<file path="config.mk">
export PLATFORM = sky130hd
export DESIGN_NAME = alu_mult_seq
export DESIGN_NICKNAME = d
export VERILOG_FILES = /design/src/rtl/alu_mult_seq.sv
export SDC_FILE = /design/constraint.sdc
export NUM_CORES = 1
export LEC_CHECK = 0
export CORE_MARGIN = 2
export CORE_UTILIZATION = 40
export DETAILED_ROUTE_END_ITERATION = 8
export GPL_TIMING_DRIVEN = 0
export PLACE_DENSITY = 0.76
export SKIP_LAST_GASP = 1
export SYNTH_ARGS = -nofsm -noshare
export SYNTH_HDL_FRONTEND = slang
export SYNTH_SLANG_ARGS = --single-unit
export TNS_END_PERCENT = 50
</file>
<file path="constraint.sdc">
create_clock -name clk -period 1.6 [get_ports clk]
set_input_delay 0.32 -clock clk [delete_from_list [all_inputs] [get_ports clk]]
set_output_delay 0.32 -clock clk [all_outputs]
set_load 0.02 [all_outputs]
</file>
<file path="src/rtl/alu_mult_seq.sv">
// Shift-add multiply sequencer that borrows the shared 16-bit ALU for its adds; low-word product.
// Optional macro MULT_EARLY_EXIT_EN ends RUN as soon as no multiplier bits remain.
module alu_mult_seq #(
  parameter int WIDTH = 16,
  parameter int CNT_W = 5
) (
  input  logic             clk,
  input  logic             reset,
  input  logic             start,
  input  logic [WIDTH-1:0] a,
  input  logic [WIDTH-1:0] b,
  output logic             busy,
  output logic             done,
  output logic [WIDTH-1:0] product,
  output logic             prod_zr,
  output logic             prod_ng,
  output logic [WIDTH-1:0] alu_x,
  output logic [WIDTH-1:0] alu_y,
  output logic             alu_zx,
  output logic             alu_nx,
  output logic             alu_zy,
  output logic             alu_ny,
  output logic             alu_f,
  output logic             alu_no,
  input  logic [WIDTH-1:0] alu_out
);

  localparam logic [1:0] IDLE = 2'd0;
  localparam logic [1:0] RUN  = 2'd1;
  localparam logic [1:0] FIN  = 2'd2;

  logic [1:0]       state_q, state_d;
  logic [WIDTH-1:0] p_q, p_d;
  logic [WIDTH-1:0] m_q, m_d;
  logic [WIDTH-1:0] q_q, q_d;
  logic [CNT_W-1:0] count_q, count_d;
  logic [WIDTH-1:0] product_q, product_d;
  logic             last_iter;

`ifdef MULT_EARLY_EXIT_EN
  // Once the remaining multiplier bits are all zero, further adds cannot change P.
  assign last_iter = ((q_q >> 1) == '0) || (count_q == CNT_W'(WIDTH - 1));
`else
  assign last_iter = (count_q == CNT_W'(WIDTH - 1));
`endif

  always_comb begin
    state_d   = state_q;
    p_d       = p_q;
    m_d       = m_q;
    q_d       = q_q;
    count_d   = count_q;
    product_d = product_q;
    alu_zx    = 1'b1;
    alu_nx    = 1'b0;
    alu_zy    = 1'b1;
    alu_ny    = 1'b0;
    alu_f     = 1'b0;
    alu_no    = 1'b0;

    case (state_q)
      RUN: begin
        // ALU computes P + M; accepted only when the current multiplier bit is set.
        alu_zx  = 1'b0;
        alu_zy  = 1'b0;
        alu_f   = 1'b1;
        if (q_q[0]) p_d = alu_out;
        m_d     = m_q << 1;
        q_d     = q_q >> 1;
        count_d = count_q + 1'b1;
        if (last_iter) begin
          product_d = p_d;
          state_d   = FIN;
        end
      end
      default: begin
        if (start) begin
          p_d     = '0;
          m_d     = a;
          q_d     = b;
          count_d = '0;
          state_d = RUN;
        end else begin
          state_d = IDLE;
        end
      end
    endcase
  end

  always_ff @(posedge clk) begin
    if (reset) begin
      state_q   <= IDLE;
      p_q       <= '0;
      m_q       <= '0;
      q_q       <= '0;
      count_q   <= '0;
      product_q <= '0;
    end else begin
      state_q   <= state_d;
      p_q       <= p_d;
      m_q       <= m_d;
      q_q       <= q_d;
      count_q   <= count_d;
      product_q <= product_d;
    end
  end

  assign alu_x   = p_q;
  assign alu_y   = m_q;
  assign busy    = (state_q == RUN);
  assign done    = (state_q == FIN);
  assign product = product_q;
  assign prod_zr = (product_q == '0);
  assign prod_ng = product_q[WIDTH-1];

endmodule

</file>
==> results of run 1 <==
-- cells by family (layout without fill, tap and decap cells) --
| kind of cell | Yosys count | in the layout | share of synthesized area |
|---|---|---|---|
| muxes | 49 | 49 | 0.165 |
| AOI/OAI and AO/OA | 71 | 71 | 0.193 |
| and+or+nand+nor | 53 | 53 | 0.0929 |
| DFF | 71 | 71 | 0.478 |
| adders and majority gates | 2 | 2 | 0.00841 |
| buffers and inverters | 31 | 159 | 0.0614 |
| other | 1 | 3 | 0.00126 |
-- layout make-up --
| class | instances | share of cell area |
|---|---|---|
| Buffer | 27 | 0.0437 |
| Multi-Input combinational cell | 178 | 0.315 |
| Tap cell | 99 | 0.0272 |
| Inverter | 3 | 0.00302 |
| Clock buffer | 12 | 0.0319 |
| Sequential cell | 71 | 0.314 |
| Clock inverter | 3 | 0.00961 |
| Timing Repair Buffer | 114 | 0.256 |
-- per-layer routing --
metal	part of all wire	vias to the layer above
met2	0.45	106
met1	0.46	1305
met3	0.073	12
met5	0	-
li1	-	1279
met4	0.013	0
-- power breakdown --
| group | internal (W) | switching, W |
|---|---|---|
| Clock | 0.000756 | 0.000658 |
| Sequential | 0.00185 | 0.0000584 |
| Combinational | 0.000364 | 0.000326 |
| Total | 0.00297 | 0.00104 |
-- metrics by stage --
step | instances | power [W] | hold slack, ps
after floorplan | 280 | 0.00230 | 453
after global placement | 484 | 0.00260 | 477
after detailed placement | 484 | 0.00261 | 478
after CTS | 503 | 0.00400 | 486
after global routing | 507 | 0.00416 | 505
final | 507 | 0.00401 | 484
-- worst max path at each step --
stage                       end  slack, ps  cells after the start       start
floorplan           product[10]         40                      6  count_q[0]
global placement         alu_zy       -470                      5  state_q[1]
detailed placement       alu_zy       -460                      5  state_q[1]
CTS                  product[2]       -100                      1  product[2]
global route            prod_zr       -140                      3  product[5]
finish                  prod_zr        -90                      3  product[5]
-- critical path, stage by stage (launching register included) --
cell and delay, ps:
dfxtp_2 350, nor4_4 290, and4_1 240, buf_4 140
-- registers in the layout, indices dropped and copies added (netlist names) --
| name | flops |
|---|---|
| count_q | 5 |
| alu_x | 16 |
| state_q | 2 |
| alu_y | 16 |
| q_q | 16 |
| product | 16 |
-- synthesized netlist by cell type, types with 3 or more instances --
| library cell | count | area share |
|---|---|---|
| a211oi_1 | 31 | 0.078 |
| a21oi_1 | 4 | 0.0067 |
| a22o_1 | 16 | 0.047 |
| buf_1 | 4 | 0.0050 |
| buf_2 | 11 | 0.018 |
| buf_4 | 8 | 0.020 |
| buf_6 | 3 | 0.011 |
| dfxtp_1 | 71 | 0.48 |
| mux2i_1 | 48 | 0.16 |
| nand3b_1 | 4 | 0.010 |
| nor2_1 | 30 | 0.038 |
| nor4_1 | 4 | 0.0084 |
| o2bb2ai_1 | 16 | 0.047 |
-- timing repair --
item | in CTS | in global routing
endpoints found under the setup margin | 66 | 87
buffers inserted | 5 | 3
resized for setup | 56 | 33
pin swaps | 6 | 1
cloned | 0 | 1
==> metrics.log, run 1 <==
INFO  metric maxCapViolations = 0
INFO  metric post_route_cells_drive_above_1_share = 0.164
INFO  metric post-dp-hpwl = 5.54 mm
INFO  metric wl = 8.14 mm
INFO  metric dieHeight = 90.3 um
INFO  metric synth.distinct_cells = 34
INFO  metric critical_path_required = 1280 ps
INFO  metric report.final.hold_viol_count = 0
INFO  metric post_route_cell_area = 0.00456 mm2
INFO  metric holdPathEnd = product[14]
INFO  metric antenna_violating_nets_post_route = 0
INFO  metric r2r_worst_path_depth = 6
INFO  metric seq_cell_area = 0.00143 mm2
INFO  metric final_nets = 457
INFO  metric rsz0062_at_grt = true
INFO  metric grtUsageTotal = 0.194
INFO  metric floorplan.initialDensity = 0.413
INFO  metric leakagePower = 2.29 nW
INFO  metric clockBufferDepth = 2
INFO  metric synth-main-ff-cell = dfxtp_1
INFO  metric pwr_density_cell = 881 mW/mm2
INFO  metric cts_tree = yes
INFO  metric cp.arrival = 1370 ps
INFO  metric report.final.slew_viol_count = 0
INFO  metric gr-max-usage-layer = met2
INFO  metric pin_count_of_the_biggest_net_entering_global_routing = 21
INFO  metric avgRoutedWirePerCell = 16.1 um
INFO  metric layout_commonest_cell = dfxtp_1
INFO  metric clk_pin_slew_worst_paths = 70 ps
INFO  metric antennaDiodeCount = 0
INFO  metric post_placement_cell_area = 0.00416 mm2
INFO  metric rows = 31
INFO  metric path_class = register to output port
INFO  metric worst-r2r-setup-slack = 10 ps
INFO  metric layout.core_utilization = 0.632
INFO  metric vias_in_the_first_global_route = 2602
INFO  metric post_synth_inst_count = 278
INFO  metric cts-hold-fix-buffers = 0
INFO  metric min_path_cells = 1
INFO  metric globalplace.congestion = 0.815
INFO  metric core_area = 0.00721 mm2
INFO  metric timing.hold.worst.start = product[14]
INFO  metric first_pass_grt_wire_length = 12.8 mm
INFO  metric element_type_at_the_critical_path_end = output port
INFO  metric mappedNetlistArea = 0.00298 mm2
INFO  metric grt-ovfl-total = 0
INFO  metric grt_use_met3 = 0.0718
INFO  metric drt_pass1_iterations = 4
INFO  metric floorplan.die_area = 0.00815 mm2
INFO  metric clock-skew-final = 8.51 ps
INFO  metric grt_use_met2 = 0.299
INFO  metric synth_edf_count = 0
INFO  metric chipWidth = 90.3 um
INFO  metric nFillCells = 603
INFO  metric max-vdd-ir-drop = 540 uV
INFO  metric timing.final.setup_violations = 9
INFO  metric outcome = finished, violations left
INFO  metric cp_max_fo = 3
INFO  metric setup_total_negative_slack = -245 ps
INFO  metric regToRegEndpoint = product[10]
INFO  metric async_reset_ff_frac = 0
INFO  metric ctsRootBufferMaster = clkbuf_8
INFO  metric preCtsSetupSlack = -458 ps
INFO  metric antenna_found_initial = 0
INFO  metric crit_path_start_kind = register
INFO  metric hp-class = register to register
INFO  metric syn_to_layout_area_delta = 53.1%
INFO  metric ys_ff_latch = 71
INFO  metric final_period_minus_worst_setup_slack = 1690 ps
INFO  metric final.setup.worst_slack = -85.7 ps
INFO  metric clock_sinks = 71
INFO  metric multiInputGateArea = 0.00144 mm2
INFO  metric drc = 0
INFO  metric detailroute.via_count = 2702
INFO  metric numPortBuffers = 105
INFO  metric syn_area_per_cell = 10.7 um2
INFO  metric achievable-frequency = 593 MHz
INFO  metric yosys_synthesis_warning_count = 0
INFO  metric h-tree-depth = 3
INFO  metric final_min_period_over_clock_period = 1.05
INFO  metric r2r-start = count_q[0]
INFO  metric drtIter0Drc = 96
INFO  metric part_of_the_yosys_area_used_for_sequential_elements = 0.478
INFO  metric cts_buffers = 9
INFO  metric vias_per_cell = 5.33
INFO  metric failed_checks = negative setup slack
INFO  metric commonest_cells_after_routing_fill_and_taps_aside = dfxtp_1, clkdlybuf4s50_1, mux2i_1
INFO  metric worstSkewPairLatency = 340 ps
INFO  metric floorplan.io_pins = 109
INFO  metric globalRouteMet1Util = 0.250
No activity file was read; power rests on OpenSTA's default activity.
==> inputs of run 2 (changes only) <==
Settings changed: PLACE_DENSITY 0.76 to 0.87.
==> metrics.log, run 2 (same netlist as run 1, synthesis figures left out) <==
INFO  metric floorplan.die_area = 0.00815 mm2 (unchanged)
INFO  metric post-dp-hpwl = 5.38 mm (-2.9%)
INFO  metric element_type_at_the_critical_path_end = output port
INFO  metric clockBufferDepth = 2 (unchanged)
INFO  metric multiInputGateArea = 0.00144 mm2 (+0.35%)
INFO  metric commonest_cells_after_routing_fill_and_taps_aside = dfxtp_1, clkdlybuf4s50_1, mux2i_1
INFO  metric worst_setup_path_startpoint = product[5]
INFO  metric nFillCells = 571 (-5.3%)
INFO  metric report.final.slew_viol_count = 0 (unchanged)
INFO  metric max-vdd-ir-drop = 548 uV (+1.5%)
INFO  metric rsz0062_at_grt = true
INFO  metric antenna_found_initial = 0 (unchanged)
INFO  metric final.setup.worst_slack = -39.0 ps (+46.7 ps)
INFO  metric cts-hold-fix-buffers = 0 (unchanged)
INFO  metric timing.final.setup_violations = 7 (-2)
INFO  metric outcome = finished, violations left
INFO  metric drt_pass1_iterations = 4 (unchanged)
INFO  metric final_min_period_over_clock_period = 1.02 (-0.0292)
INFO  metric pwr_density_cell = 906 mW/mm2 (+2.8%)
INFO  metric floorplan.initialDensity = 0.413 (unchanged)
INFO  metric cts_buffers = 9 (unchanged)
INFO  metric maxCapViolations = 0 (unchanged)
INFO  metric cp_max_fo = 3 (unchanged)
INFO  metric drtIter0Drc = 106 (+10%)
INFO  metric clk_pin_slew_worst_paths = 80 ps (about the same)
INFO  metric rows = 31 (unchanged)
INFO  metric antennaDiodeCount = 0 (unchanged)
INFO  metric post_route_cell_area = 0.00462 mm2 (+1.3%)
INFO  metric achievable-frequency = 610 MHz (+2.8%)
INFO  metric clock_sinks = 71 (unchanged)
INFO  metric holdWs = 495 ps (+10.5 ps)
INFO  metric detailroute.via_count = 2633 (-2.6%)
INFO  metric report.final.hold_viol_count = 0 (unchanged)
INFO  metric antenna_violating_nets_post_route = 0 (unchanged)
INFO  metric critical_path_required = 1280 ps (about the same)
INFO  metric final_nets = 459 (+0.44%)
INFO  metric grt-ovfl-total = 0 (unchanged)
INFO  metric seq_cell_area = 0.00143 mm2 (+0.17%)
INFO  metric leakagePower = 2.31 nW (+0.77%)
INFO  metric ctsRootBufferMaster = clkbuf_8
INFO  metric post_route_cells_drive_above_1_share = 0.180 (+0.0158)
INFO  metric worstSkewPairLatency = 340 ps (about the same)
INFO  metric timing.hold.worst.start = q_q[15]
INFO  metric power.total = 0.00418 W (+4.2%)
INFO  metric avgRoutedWirePerCell = 15.5 um (-3.5%)
INFO  metric final_period_minus_worst_setup_slack = 1640 ps (-46.7 ps)
INFO  metric globalplace.congestion = 0.815 (unchanged)
INFO  metric chipWidth = 90.3 um (unchanged)
INFO  metric drc = 0 (unchanged)
INFO  metric r2r-start = count_q[0]
INFO  metric first_pass_grt_wire_length = 12.9 mm (+0.48%)
INFO  metric cts_tree = yes
INFO  metric h-tree-depth = 3 (unchanged)
INFO  metric dieHeight = 90.3 um (unchanged)
INFO  metric core_area = 0.00721 mm2 (unchanged)
INFO  metric numPortBuffers = 105 (unchanged)
INFO  metric pin_count_of_the_biggest_net_entering_global_routing = 21 (unchanged)
INFO  metric vias_in_the_first_global_route = 2615 (+0.50%)
INFO  metric clock-skew-final = 10.4 ps (+1.92 ps)
INFO  metric failed_checks = negative setup slack
INFO  metric hp-class = register to register
INFO  metric wl = 7.90 mm (-2.9%)
INFO  metric layout.core_utilization = 0.640 (+0.00815)
INFO  metric layout_commonest_cell = dfxtp_1
INFO  metric path_class = register to output port
INFO  metric floorplan.io_pins = 109 (unchanged)
INFO  metric vias_per_cell = 5.16 (-3.1%)
INFO  metric crit_path_start_kind = register
INFO  metric post_placement_cell_area = 0.00416 mm2 (unchanged)
INFO  metric grtUsageTotal = 0.194 (about the same)
INFO  metric syn_to_layout_area_delta = 55.1%
INFO  metric setup_total_negative_slack = -105 ps (+140 ps)
INFO  metric cp.arrival = 1320 ps (-50 ps)
[run 2: power breakdown]
group / internal (W) / switching, W / total (W)
logic: 0.000366 / 0.000322 / 0.000688
registers: 0.00185 / 0.0000545 / 0.00190
clock network: 0.000889 / 0.000698 / 0.00159
total: 0.00311 / 0.00107 / 0.00418
[run 2: path summary, 6_finish.rpt]
| path | end | slack (ps) | depth (start not counted) |
|---|---|---|---|
| hold reg to reg | q_q[14] | 490 | 2 |
| hold / removal | q_q[14] | 490 | 2 |
| setup / recovery | prod_zr | -40 | 3 |
| setup reg to reg | product[11] | 90 | 6 |
[run 2: per-stage QoR]
| stage | setup WS, ps | instances |
|---|---|---|
| 2_1_floorplan | 44.5 | 280 |
| 3_3_place_gp | -433 | 484 |
| 3_5_place_dp | -434 | 484 |
| 4_1_cts | -120 | 505 |
| 5_1_grt | -112 | 510 |
| 6_report | -39.0 | 510 |
[run 2: area by class of cell]
class	instances	share of cell area
Buffer	27	0.0434
Inverter	3	0.00298
Timing Repair Buffer	116	0.256
Clock buffer	10	0.0276
Tap cell	99	0.0268
Multi-Input combinational cell	178	0.312
Clock inverter	6	0.0206
Sequential cell	71	0.310
[run 2: what timing repair did]
item                                    4_1_cts  5_1_grt
endpoints found under the setup margin       69       88
buffers inserted                              6        4
gates cloned                                  0        1
pin swaps                                     4        4
resized for setup                            55       42
[run 2: routing by layer]
| metal | share of wire | routed length [um] | vias to the layer above | track usage |
|---|---|---|---|---|
| met4 | 0.011 | 90 | 0 | 0.0628 |
| met2 | 0.49 | 3860 | 71 | 0.316 |
| met3 | 0.046 | 366 | 10 | 0.0484 |
| met1 | 0.45 | 3590 | 1261 | 0.253 |
| met5 | 0 | 0 | - | 0 |
| li1 | - | - | 1291 | - |
[run 2: critical path: stages, from the launching register on]
cell and delay [ps]:
dfxtp_2 350, nor4_4 280, and4_1 230, buf_6 120
